File: src/rtl/cfg_rst_sequencer_if.sv
// cfg_rst_sequencer_if: run request, delay and config in; shadow config, sequenced resets and status out
interface cfg_rst_sequencer_if #(
  parameter int NUM_STAGES = 4,
  parameter int DLY_WIDTH  = 16,
  parameter int CFG_WIDTH  = 96
);
  logic                  run_req;
  logic [DLY_WIDTH-1:0]  dly;
  logic [CFG_WIDTH-1:0]  cfg_in;
  logic [CFG_WIDTH-1:0]  cfg_out;
  logic [NUM_STAGES-1:0] nreset_out;
  logic                  running;
  logic                  busy;
  modport master (output run_req, dly, cfg_in, input cfg_out, nreset_out, running, busy);
  modport slave  (input run_req, dly, cfg_in, output cfg_out, nreset_out, running, busy);
endinterface

File: src/rtl/cfg_rst_sequencer.sv
// cfg_rst_sequencer: ordered release/assert of active-low stage resets with shadowed config
// ports: aclk, areset (async, active-high); bus.slave carries run_req, dly, cfg_in in and
// cfg_out, nreset_out (bit 0 released first), running (RUN), busy (UP/DOWN) out
module cfg_rst_sequencer #(
  parameter int NUM_STAGES = 4,
  parameter int DLY_WIDTH  = 16,
  parameter int CFG_WIDTH  = 96
) (
  input logic                aclk,
  input logic                areset,
  cfg_rst_sequencer_if.slave bus
);
  localparam int IW = NUM_STAGES > 1 ? $clog2(NUM_STAGES) : 1;
  localparam logic [IW-1:0] LAST = IW'(NUM_STAGES - 1);
  localparam logic [1:0] S_OFF = 2'd0, S_UP = 2'd1, S_RUN = 2'd2, S_DOWN = 2'd3;
  logic [1:0]            state_q, state_d;
  logic [IW-1:0]         idx_q, idx_d;
  logic [DLY_WIDTH-1:0]  cnt_q, cnt_d, dly_l_q, dly_l_d;
  logic [NUM_STAGES-1:0] nrst_q, nrst_d;
  logic [CFG_WIDTH-1:0]  cfg_q, cfg_d;
  logic                  running_q, running_d, busy_q, busy_d;
  always_comb begin
    state_d = state_q;
    idx_d   = idx_q;
    cnt_d   = cnt_q;
    dly_l_d = dly_l_q;
    nrst_d  = nrst_q;
    cfg_d   = cfg_q;
    case (state_q)
      S_OFF: begin
        cfg_d = bus.cfg_in;
        if (bus.run_req) begin
          state_d = S_UP;
          dly_l_d = bus.dly;
          cnt_d   = bus.dly;
          idx_d   = '0;
        end
      end
      S_UP:
        // in UP exactly idx stages are released, so the highest set bit is idx-1
        if (!bus.run_req) begin
          cnt_d   = dly_l_q;
          state_d = idx_q == '0 ? S_OFF : S_DOWN;
          idx_d   = idx_q == '0 ? idx_q : idx_q - 1'b1;
        end else if (cnt_q == '0) begin
          nrst_d[idx_q] = 1'b1;
          cnt_d         = dly_l_q;
          state_d       = idx_q == LAST ? S_RUN : S_UP;
          idx_d         = idx_q == LAST ? idx_q : idx_q + 1'b1;
        end else
          cnt_d = cnt_q - 1'b1;
      S_RUN:
        if (!bus.run_req) begin
          state_d = S_DOWN;
          dly_l_d = bus.dly;
          cnt_d   = bus.dly;
          idx_d   = LAST;
        end
      default:
        if (cnt_q == '0) begin
          nrst_d[idx_q] = 1'b0;
          cnt_d         = dly_l_q;
          state_d       = idx_q == '0 ? S_OFF : S_DOWN;
          idx_d         = idx_q == '0 ? idx_q : idx_q - 1'b1;
        end else
          cnt_d = cnt_q - 1'b1;
    endcase
    running_d = state_d == S_RUN;
    busy_d    = state_d == S_UP || state_d == S_DOWN;
  end
  always_ff @(posedge aclk or posedge areset)
    if (areset) begin
      state_q   <= S_OFF;
      idx_q     <= '0;
      cnt_q     <= '0;
      dly_l_q   <= '0;
      nrst_q    <= '0;
      cfg_q     <= '0;
      running_q <= 1'b0;
      busy_q    <= 1'b0;
    end else begin
      state_q   <= state_d;
      idx_q     <= idx_d;
      cnt_q     <= cnt_d;
      dly_l_q   <= dly_l_d;
      nrst_q    <= nrst_d;
      cfg_q     <= cfg_d;
      running_q <= running_d;
      busy_q    <= busy_d;
    end
  assign bus.cfg_out    = cfg_q;
  assign bus.nreset_out = nrst_q;
  assign bus.running    = running_q;
  assign bus.busy       = busy_q;
endmodule

File: src/flat_wrapper.sv
// flat-port wrapper written by rule: the top's interface ports become plain ports
module cfg_rst_sequencer_flat 
#(
  parameter int NUM_STAGES = 4,
  parameter int DLY_WIDTH  = 16,
  parameter int CFG_WIDTH  = 96
)
  (aclk, areset, bus_run_req, bus_dly, bus_cfg_in, bus_cfg_out, bus_nreset_out, bus_running, bus_busy);
  cfg_rst_sequencer_if #(.NUM_STAGES(NUM_STAGES), .DLY_WIDTH(DLY_WIDTH), .CFG_WIDTH(CFG_WIDTH)) bus_i ();
  input logic aclk;
  input logic areset;
  input wire logic [$bits(bus_i.run_req)-1:0] bus_run_req;
  input wire logic [$bits(bus_i.dly)-1:0] bus_dly;
  input wire logic [$bits(bus_i.cfg_in)-1:0] bus_cfg_in;
  output wire logic [$bits(bus_i.cfg_out)-1:0] bus_cfg_out;
  output wire logic [$bits(bus_i.nreset_out)-1:0] bus_nreset_out;
  output wire logic [$bits(bus_i.running)-1:0] bus_running;
  output wire logic [$bits(bus_i.busy)-1:0] bus_busy;
  assign bus_i.run_req = bus_run_req;
  assign bus_i.dly = bus_dly;
  assign bus_i.cfg_in = bus_cfg_in;
  assign bus_cfg_out = bus_i.cfg_out;
  assign bus_nreset_out = bus_i.nreset_out;
  assign bus_running = bus_i.running;
  assign bus_busy = bus_i.busy;
  cfg_rst_sequencer #(.NUM_STAGES(NUM_STAGES), .DLY_WIDTH(DLY_WIDTH), .CFG_WIDTH(CFG_WIDTH)) u_core (.aclk(aclk), .areset(areset), .bus(bus_i));
endmodule
File: config.mk
export PLATFORM = sky130hd
export DESIGN_NAME = cfg_rst_sequencer_flat
export DESIGN_NICKNAME = d
export VERILOG_FILES = /design/src/rtl/cfg_rst_sequencer_if.sv /design/src/rtl/cfg_rst_sequencer.sv /design/src/flat_wrapper.sv
export SDC_FILE = /design/constraint.sdc
export NUM_CORES = 1
export LEC_CHECK = 0
export BUFFER_PORTS_ARGS = -buffer_cell sky130_fd_sc_hd__buf_4
export CAP_MARGIN = 20
export CORE_ASPECT_RATIO = 0.6
export CORE_MARGIN = 4
export CORE_UTILIZATION = 30
export DETAILED_ROUTE_END_ITERATION = 12
export GPL_TIMING_DRIVEN = 0
export PLACE_DENSITY = 0.51
export SETUP_SLACK_MARGIN = 0.2
export SLEW_MARGIN = 20
export SYNTH_ARGS = -nofsm -noshare
export SYNTH_HDL_FRONTEND = slang
export SYNTH_SLANG_ARGS = --single-unit
File: constraint.sdc
create_clock -name aclk -period 4.3 [get_ports aclk]
set_input_delay 0.215 -clock aclk [delete_from_list [all_inputs] [get_ports aclk]]
set_output_delay 0.215 -clock aclk [all_outputs]
set_load 0.05 [all_outputs]
**After elaboration in Yosys (flattened, before gate mapping)**

Cells that the tools add are included.

- Flip-flop bits (word level): 138
- Bits in latches: 0
- Bits in writable memories: 0
- ROM bits: 0
- Bits of input ports: 115
- Output and inout port bits: 102
- Word-level logic and storage cells: 68
- Memories kept: 0

- $add $sub $neg: 3
- Multiply operators: 0
- Div/mod/pow operators: 0
- Order comparisons: 2
- Equal/unequal tests: 11
- Shift operators: 0
- Mux-type cells: 28
- Bitwise operators: 4
- Reduce and logical (&&, ||, !) cells: 12

Operators with widths:

| kind | count |
|---|---|
| 16-bit 2-to-1 mux | 4 |
| 16-bit one-hot mux with 3 select lines | 1 |
| 16-bit one-hot mux with 2 select lines | 1 |
| 2-bit 2-to-1 mux | 14 |
| 16-bit logical NOT | 1 |
| 16-bit by 1-bit subtractor with 16-bit output, second input constant | 1 |
| 4-bit 2-to-1 mux | 3 |
| 2-bit one-hot mux with 3 select lines | 2 |
| 2-bit == test, second input constant | 4 |
| 4-bit one-hot mux with 2 select lines | 1 |
| 2-bit != test, second input constant | 3 |
| 3-bit AND reduction | 2 |
| 5-bit AND reduction | 1 |
| 4-bit bitwise AND | 1 |
| 2-bit by 1-bit == test with 1-bit output, second input constant | 2 |
| 2-bit logical NOT | 2 |
| 4-bit NOT | 1 |
| 4-bit OR | 1 |
| 4-bit nonzero test | 1 |
| 2-bit by 3-bit less-than comparator with 1-bit output, second input constant | 1 |
| 3-bit by 2-bit != test with 1-bit output, second input constant | 1 |
| 3-bit != test, second input constant | 1 |
| 2-bit by 1-bit adder with 2-bit output, second input constant | 1 |
| 1-bit demux with 2-bit select | 1 |
| other kinds (9) | 9 |

**Logic depth before layout (Yosys ltp)**

Gate-level depths: netlist (run 1).

- Word-level depth: 8
- Depth in mapped cells: 8
- Gate-level depth less buffers: 7

**Least setup slack after synthesis (run 1)**

Ideal clock, no wire load.

- Path kind: register -> register
- Start point: register u_core.state_q[0]
- End point: register u_core.cfg_q[75], in the netlist u_core.bus.cfg_out[75]
- Library setup time: 0.125 ns
- Arrival: 1.977 ns
- Required time: 4.175 ns
- Path slack: 2.199 ns
- Cell stages (with the launch flop): 6
- Buffers on the path: 3
- Clock period less this slack: 2.101 ns
- Cell sequence: dfrtp_1 -> clkbuf_1 -> nor2_1 -> clkbuf_1 -> buf_2 -> mux2_2

- Word-level cells in the longest chain between the ends: 1

RTL lines:

| item | RTL line | RTL |
|---|---|---|
| start, declared | cfg_rst_sequencer.sv:16 | `logic [1:0] state_q, state_d;` |
| start signal, assigned | cfg_rst_sequencer.sv:82 | `state_q <= state_d;` |
| 2-bit logical NOT | cfg_rst_sequencer.sv:29 | `case (state_q)` |
| end signal, assigned | cfg_rst_sequencer.sv:87 | `cfg_q <= cfg_d;` |
| end, declared | cfg_rst_sequencer.sv:20 | `logic [CFG_WIDTH-1:0] cfg_q, cfg_d;` |

Every way passes these cells.
A chain may end at the register's enable or synchronous reset.

==> metrics.md, run 1 <==
| Metric | Value |
|---|---|
| Min-delay worst type | `input port to flop` |
| Worst r2r src | `u_core.cnt_q[0]` |
| Setup CP Type | `flop to flop` |
| Clock transition at path regs | `~60 ps` |
| Final worst-path cycle share | `0.578` |
| CP max FO | `10` |
| DP Worst Slack | `about 1800 ps` |
| Post-synth EDFFs | `0` |
| Total number of vias | `4632` |
| Crit path from | `u_core.cnt_q[0]` |
| CP arrival | `between 2000 and 3000 ps` |
| Clock Root Buffer | `clkbuf_16` |
| I/O pins | `between 200 and 250` |
| Vias in the first global route | `between 4000 and 5000` |
| Netlist cell types | `53` |
| Core Rows | `39` |
| Reg2Reg Depth | `8` |
| Setup Skew | `around 8 ps` |
| WL/cell | `roughly 18 µm` |
| Hold Startpoint | `bus_cfg_in[3]` |
| Crit path required time | `about 4600 ps` |
| Pwr Density | `approximately 390 nW/µm²` |
| CTS resizes | `0` |
| Tot GR Track Use | `0.157` |
| Synth Cell Area | `~6000 µm²` |
| Vias per cell | `between 4 and 5` |
| Layout cells sized above 1 | `0.516` |
| Initial antenna violation count | `0` |
| Clock sink count | `about 140` |
| Fin worst setup slack | `around 1800 ps` |
| Flop-to-flop setup slack | `approximately 1800 ps` |
| Final slew viol count | `0` |
| DIE AREA | `roughly 23000 µm²` |
| Routability congestion estimate | `~0.83` |
| Worst-Margin Slew | `a little under 800 ps` |
| Floorplan die width | `roughly 190 µm` |
| Post-DRT Antenna Nets | `0` |
| First-pass GRT wire length | `27600 µm` |
| Post-layout util | `0.454` |
| CP startpoint kind | `flop` |
| Post-Synthesis Cells | `456` |
| Max Cap Viol | `0` |
| Detail Placement HPWL | `approximately 13000 µm` |
| Remaining global-route overflow | `0` |
| NumNets Final | `approximately 830` |
| 1st-pass router iterations | `4` |
| Area Overhead vs Synth | `45.9%` |
| CTS tree | `built` |
| Largest net degree at the start of global routing | `76` |
| Hold Fails Final Rpt | `0` |
| Period minus WS final | `around 2500 ps` |
| Number of setup buffers added after CTS | `0` |
| P_leak | `4.45 nW` |
| Async set or reset register ratio after synthesis | `1.00` |
| Synth Register Bits | `roughly 140` |
| Clock Path Buffers | `2` |
| Sequential fraction of the synthesis area | `0.568` |
| Area leader, netlist | `dfrtp_1` |
| DRC | `0` |
| Worst IR Drop VDD | `about 250 µV` |
| CTS H-tree lvls | `4` |
| Hold path depth | `2` |
| CP Capture Type | `flop` |
| Die Height | `~120 µm` |
| Synth area leaders | `dfrtp_1 (57%), mux2_2 (21%), mux2i_1 (3.0%)` |
| Slew headroom | `0.468` |
| Highest clock rate | `about 0.40 GHz` |
| Setup repair after global routing missed its margin | `no` |
| Port Buf Inserts | `approximately 220` |
| N_diodes | `0` |
| Final setup violation count | `0` |
| Starting density of the core | `0.311` |
| Post-synth top area share | `0.568` |
| WL final | `between 15000 and 20000 µm` |
| Ys Warns | `0` |
| TritonCTS buffer count | `17` |
| Most common cell after layout, fill and taps aside | `buf_4` |
| First DRT Iteration DRCs | `roughly 210` |
| Floorplan Core Area | `about 19000 µm²` |
| Status | `finished, final reports clean` |
| Most frequent cells in the layout | `buf_4 (216), dfrtp_1 (137), mux2_2 (110)` |
| Worst skew pair latency | `roughly 420 ps` |
| Worst hold slack | `24.6 ps` |
| Post-Syn Nets | `577` |
| Hold worst-path end | `u_core.bus.cfg_out[3]` |
| Mean Syn Cell Area | `between 10 and 15 µm²` |
| Main flop type after synthesis | `dfrtp_1` |
timing repair:
action                                 in CTS  in global routing
setup endpoints to repair                   0                  0
hold buffers                               19                  0
endpoints found under the hold margin      80                  0
cells by family (layout without fill, tap and decap cells):
| logic type | Yosys count | after routing | synth area share |
|---|---|---|---|
| xor gates and xnor gates | 10 | 10 | 0.0145 |
| buffers and inverters | 39 | 306 | 0.0282 |
| AOI/OAI and AO/OA | 74 | 74 | 0.0836 |
| DFF | 137 | 137 | 0.568 |
| adders and majority gates | 6 | 6 | 0.0124 |
| muxes | 128 | 128 | 0.235 |
| and+or+nand+nor | 62 | 62 | 0.0579 |
layout make-up:
class,count,area (µm²)
multi-input cells,280,2430
fillers,1778,10600
inverters,13,56.3
repair buffers,236,1840
clock buffers,23,468
flip-flops and latches,137,3430
well taps,266,333
plain buffers,26,121
clock inverters,8,120
state kept, by name, summed over array words and instances, names as in the netlist, named ones only:
signal              flops
u_core.bus.cfg_out     96
u_core.bus.running      1
u_core.cnt_q           16
u_core.dly_l_q         16
u_core.idx_q            2
u_core.state_q          2
power by group:
group / internal (mW) / switching (mW) / leakage, nW / total [mW]
Combinational: 0.236 / 0.208 / 2.32 / 0.443
Clock: 0.936 / 0.550 / 0.283 / 1.49
Sequential: 1.37 / 0.112 / 1.85 / 1.49
synth_stat cells, types with 3 or more instances:
master	number
dfrtp_1	137
o21ai_0	14
nor2_1	19
clkbuf_1	16
mux2i_1	18
nand2_1	15
mux2_2	110
nor3_1	5
xor2_1	3
inv_1	13
nand3_1	3
ha_1	6
o31ai_1	3
xnor2_1	7
a21oi_1	22
a41oi_1	5
buf_2	7
worst max-delay path by stage:
stage                             end  cells after the start  slack, ps
2_1_floorplan               async pin                      1        420
5_1_grt                          flop                      8       1600
4_1_cts        u_core.bus.cfg_out[74]                      5       1770
6_report                         flop                      8       1810
3_3_place_gp          u_core.cnt_q[1]                      2      -1330
3_5_place_dp   u_core.bus.cfg_out[67]                      5       1780
critical path, stage by stage (launching register included):
cell and delay (ps):
dfrtp_1 460, inv_1 90, ha_1 210, nor3b_2 460
nand4_4 220, nor2_1 270, buf_2 310, a41oi_1 150
a41oi_1 220
layer usage:
metal  vias to the layer above  wire length, µm  GRT usage
met2                       175             7500      0.224
met1                      2279             8600      0.223
met4                         0              152     0.0444
li1                       2161                -          -
met5                         -                0          0
met3                        17             1500     0.0596
metrics by stage:
stage	instances	area [µm²]	power (mW)	setup TNS, ps
5_1_grt	989	8800	3.57	0
3_3_place_gp	938	7990	1.91	-181210
2_1_floorplan	456	6030	1.75	0
6_report	989	8800	3.42	0
3_5_place_dp	939	8020	1.93	0
4_1_cts	989	8800	3.46	0
No activity file was read; power rests on OpenSTA's default activity.
==> inputs of run 2 (changes only) <==
- ABC_AREA: not set -> 1
- PLACE_DENSITY: 0.51 -> 0.52
- clock period: 4.3 -> 2.2 ns (I/O delays scaled with it)
==> metrics.md, run 2 <==
| Metric | Value |
|---|---|
| Status | `finished, final reports clean` |
| CP Capture Type | `flop` |
| Clock sink count | `between 100 and 150` |
| Crit path required time | `between 2000 and 3000 ps` |
| 1st-pass router iterations | `5` |
| Worst-Margin Slew | `roughly 560 ps` |
| Total number of vias | `6253` |
| Post-Syn Nets | `~900` |
| Post-layout util | `0.497` |
| CTS tree | `built` |
| Clock transition at path regs | `60 ps` |
| Remaining global-route overflow | `0` |
| Routability congestion estimate | `approximately 0.83` |
| Post-DRT Antenna Nets | `0` |
| FILL cells | `1975` |
| Die Height | `120 µm` |
| Floorplan Core Area | `20200 µm²` |
| Highest clock rate | `around 0.53 GHz` |
| Setup Skew | `around 7.6 ps` |
| Async set or reset register ratio after synthesis | `1.00` |
| TritonCTS buffer count | `17` |
| Worst skew pair latency | `between 400 and 500 ps` |
| I/O pins | `roughly 220` |
| Min-delay worst type | `input port to flop` |
| Post-Synthesis Cells | `roughly 780` |
| Final Instance Count excl. Fillers | `between 1000 and 1500` |
| Number of flip-flops in the largest register | `between 90 and 100` |
| Pwr Density | `1650 nW/µm²` |
| Worst IR Drop VDD | `1010 µV` |
| Port Buf Inserts | `215` |
| First-pass GRT wire length | `34600 µm` |
| Setup tns final | `0 ps` |
| WL/cell | `between 15 and 20 µm` |
| Period minus WS final | `about 1900 ps` |
| Netlist cell types | `32` |
| CP arrival | `around 2200 ps` |
| Floorplan die width | `194 µm` |
| Core Rows | `40` |
| Vias per cell | `around 4.4` |
| Area Overhead vs Synth | `61.0%` |
| Synth Register Bits | `137` |
| NumNets Final | `~1200` |
| Number of setup buffers added after CTS | `0` |
| Final worst-path cycle share | `0.859` |
| DIE AREA | `around 23000 µm²` |
| Synth Cell Area | `between 6000 and 7000 µm²` |
| Largest net degree at the start of global routing | `34` |
| Clock Root Buffer | `clkbuf_16` |
| CTS H-tree lvls | `4` |
| CP startpoint kind | `flop` |
| Synth area leaders | `dfrtp_1 (55%), nand2_1 (22%), a21oi_1 (3.9%)` |
| Vias in the first global route | `approximately 6400` |
| Ys Warns | `0` |
| Most frequent cells in the layout | `nand2_1 (365), buf_4 (217), dfrtp_1 (137)` |
| Most common cell after layout, fill and taps aside | `nand2_1` |
| Slew headroom | `0.626` |
| Flop-to-flop setup slack | `~310 ps` |
| Clock Path Buffers | `2` |
| Top-count cell post-synth | `nand2_1` |
| WL final | `21200 µm` |
| Setup repair after global routing missed its margin | `yes` |
| Setup CP Type | `flop to flop` |
| Starting density of the core | `0.308` |
| Mean Syn Cell Area | `between 8 and 9 µm²` |
| Placed cell count | `approximately 1300` |
| First DRT Iteration DRCs | `435` |
| Main flop type after synthesis | `dfrtp_1` |
| Post-synth top area share | `0.550` |
| Layout cells sized above 1 | `0.255` |
| DRC | `0` |
| Post-synth EDFFs | `0` |
| Top post-synthesis cells by count | `nand2_1 (365), dfrtp_1 (137), inv_1 (51)` |
| Max Cap Viol | `0` |
| Sequential fraction of the synthesis area | `0.550` |
| Detail Placement HPWL | `15500 µm` |
| P_leak | `about 5.3 nW` |
| Area leader, netlist | `dfrtp_1` |
| CP max FO | `3` |
| Hold Fails Final Rpt | `0` |
| Final setup violation count | `0` |
| Initial antenna violation count | `2` |
| Tot GR Track Use | `0.185` |
| Final slew viol count | `0` |
run 2: power breakdown:
group	switching, mW	internal [mW]
clock network	1.11	1.88
logic	6.26	2.71
registers	0.874	3.76
run 2: worst paths after layout:
kind | start | endpoint | cells past startpoint
min | bus_dly[8] | u_core.dly_l_q[8] | 3
min in group asynchronous | areset | u_core.bus.cfg_out[17] | 3
max reg2reg | u_core.cnt_q[0] | u_core.cnt_q[10] | 8
min reg2reg | u_core.bus.cfg_out[85] | u_core.bus.cfg_out[85] | 2
max in group asynchronous | areset | u_core.bus.cfg_out[48] | 5
max | u_core.cnt_q[0] | u_core.cnt_q[10] | 8
run 2: repair_timing:
| item | CTS | global route |
|---|---|---|
| resized for setup | 0 | 2 |
| endpoints found under the setup margin | 0 | 3 |
| hold buffers | 111 | 0 |
| endpoints found under the hold margin | 127 | 0 |
run 2: cells by family after synthesis:
logic type | after synthesis | share of synthesized area
and+or+nand+nor | 453 | 0.295
DFF | 137 | 0.550
AOI/OAI and AO/OA | 90 | 0.0766
buffers and inverters | 87 | 0.0612
adders and majority gates | 6 | 0.0120
xor gates and xnor gates | 2 | 0.00582
run 2: cell type report:
type	count	area (µm²)	area share
Timing Repair Buffer	331	2830	0.282
Buffer	33	179	0.0178
Multi-Input combinational cell	551	2440	0.243
Clock buffer	22	474	0.0472
Tap cell	273	342	0.0340
Clock inverter	9	138	0.0137
Inverter	54	206	0.0206
Antenna cell	2	5.00	0.000498
Sequential cell	137	3430	0.341
run 2: layer usage:
metal | wire length [µm] | global-route usage
met1 | 9880 | 0.257
met5 | 0 | 0
met2 | 9390 | 0.279
met4 | 180 | 0.0421
met3 | 1780 | 0.0676
run 2: stage by stage:
step	hold slack [ps]	instance area [µm²]	power, mW	setup WS (ps)
after CTS	1.09	10000	16.7	323
after floorplan	220	6240	10.6	383
final	26.5	10000	16.6	310
after detailed placement	184	8300	13.5	331
after global placement	306	8200	13.4	-707
after global routing	37.2	10000	17.7	176
run 2: critical path: stages (launching register included):
cell	delay, ps
dfrtp_1	390
inv_1	120
ha_1	230
inv_1	70
nor2_1	220
nand3_2	170
o21ai_0	350
nand3_1	120
a21oi_1	150
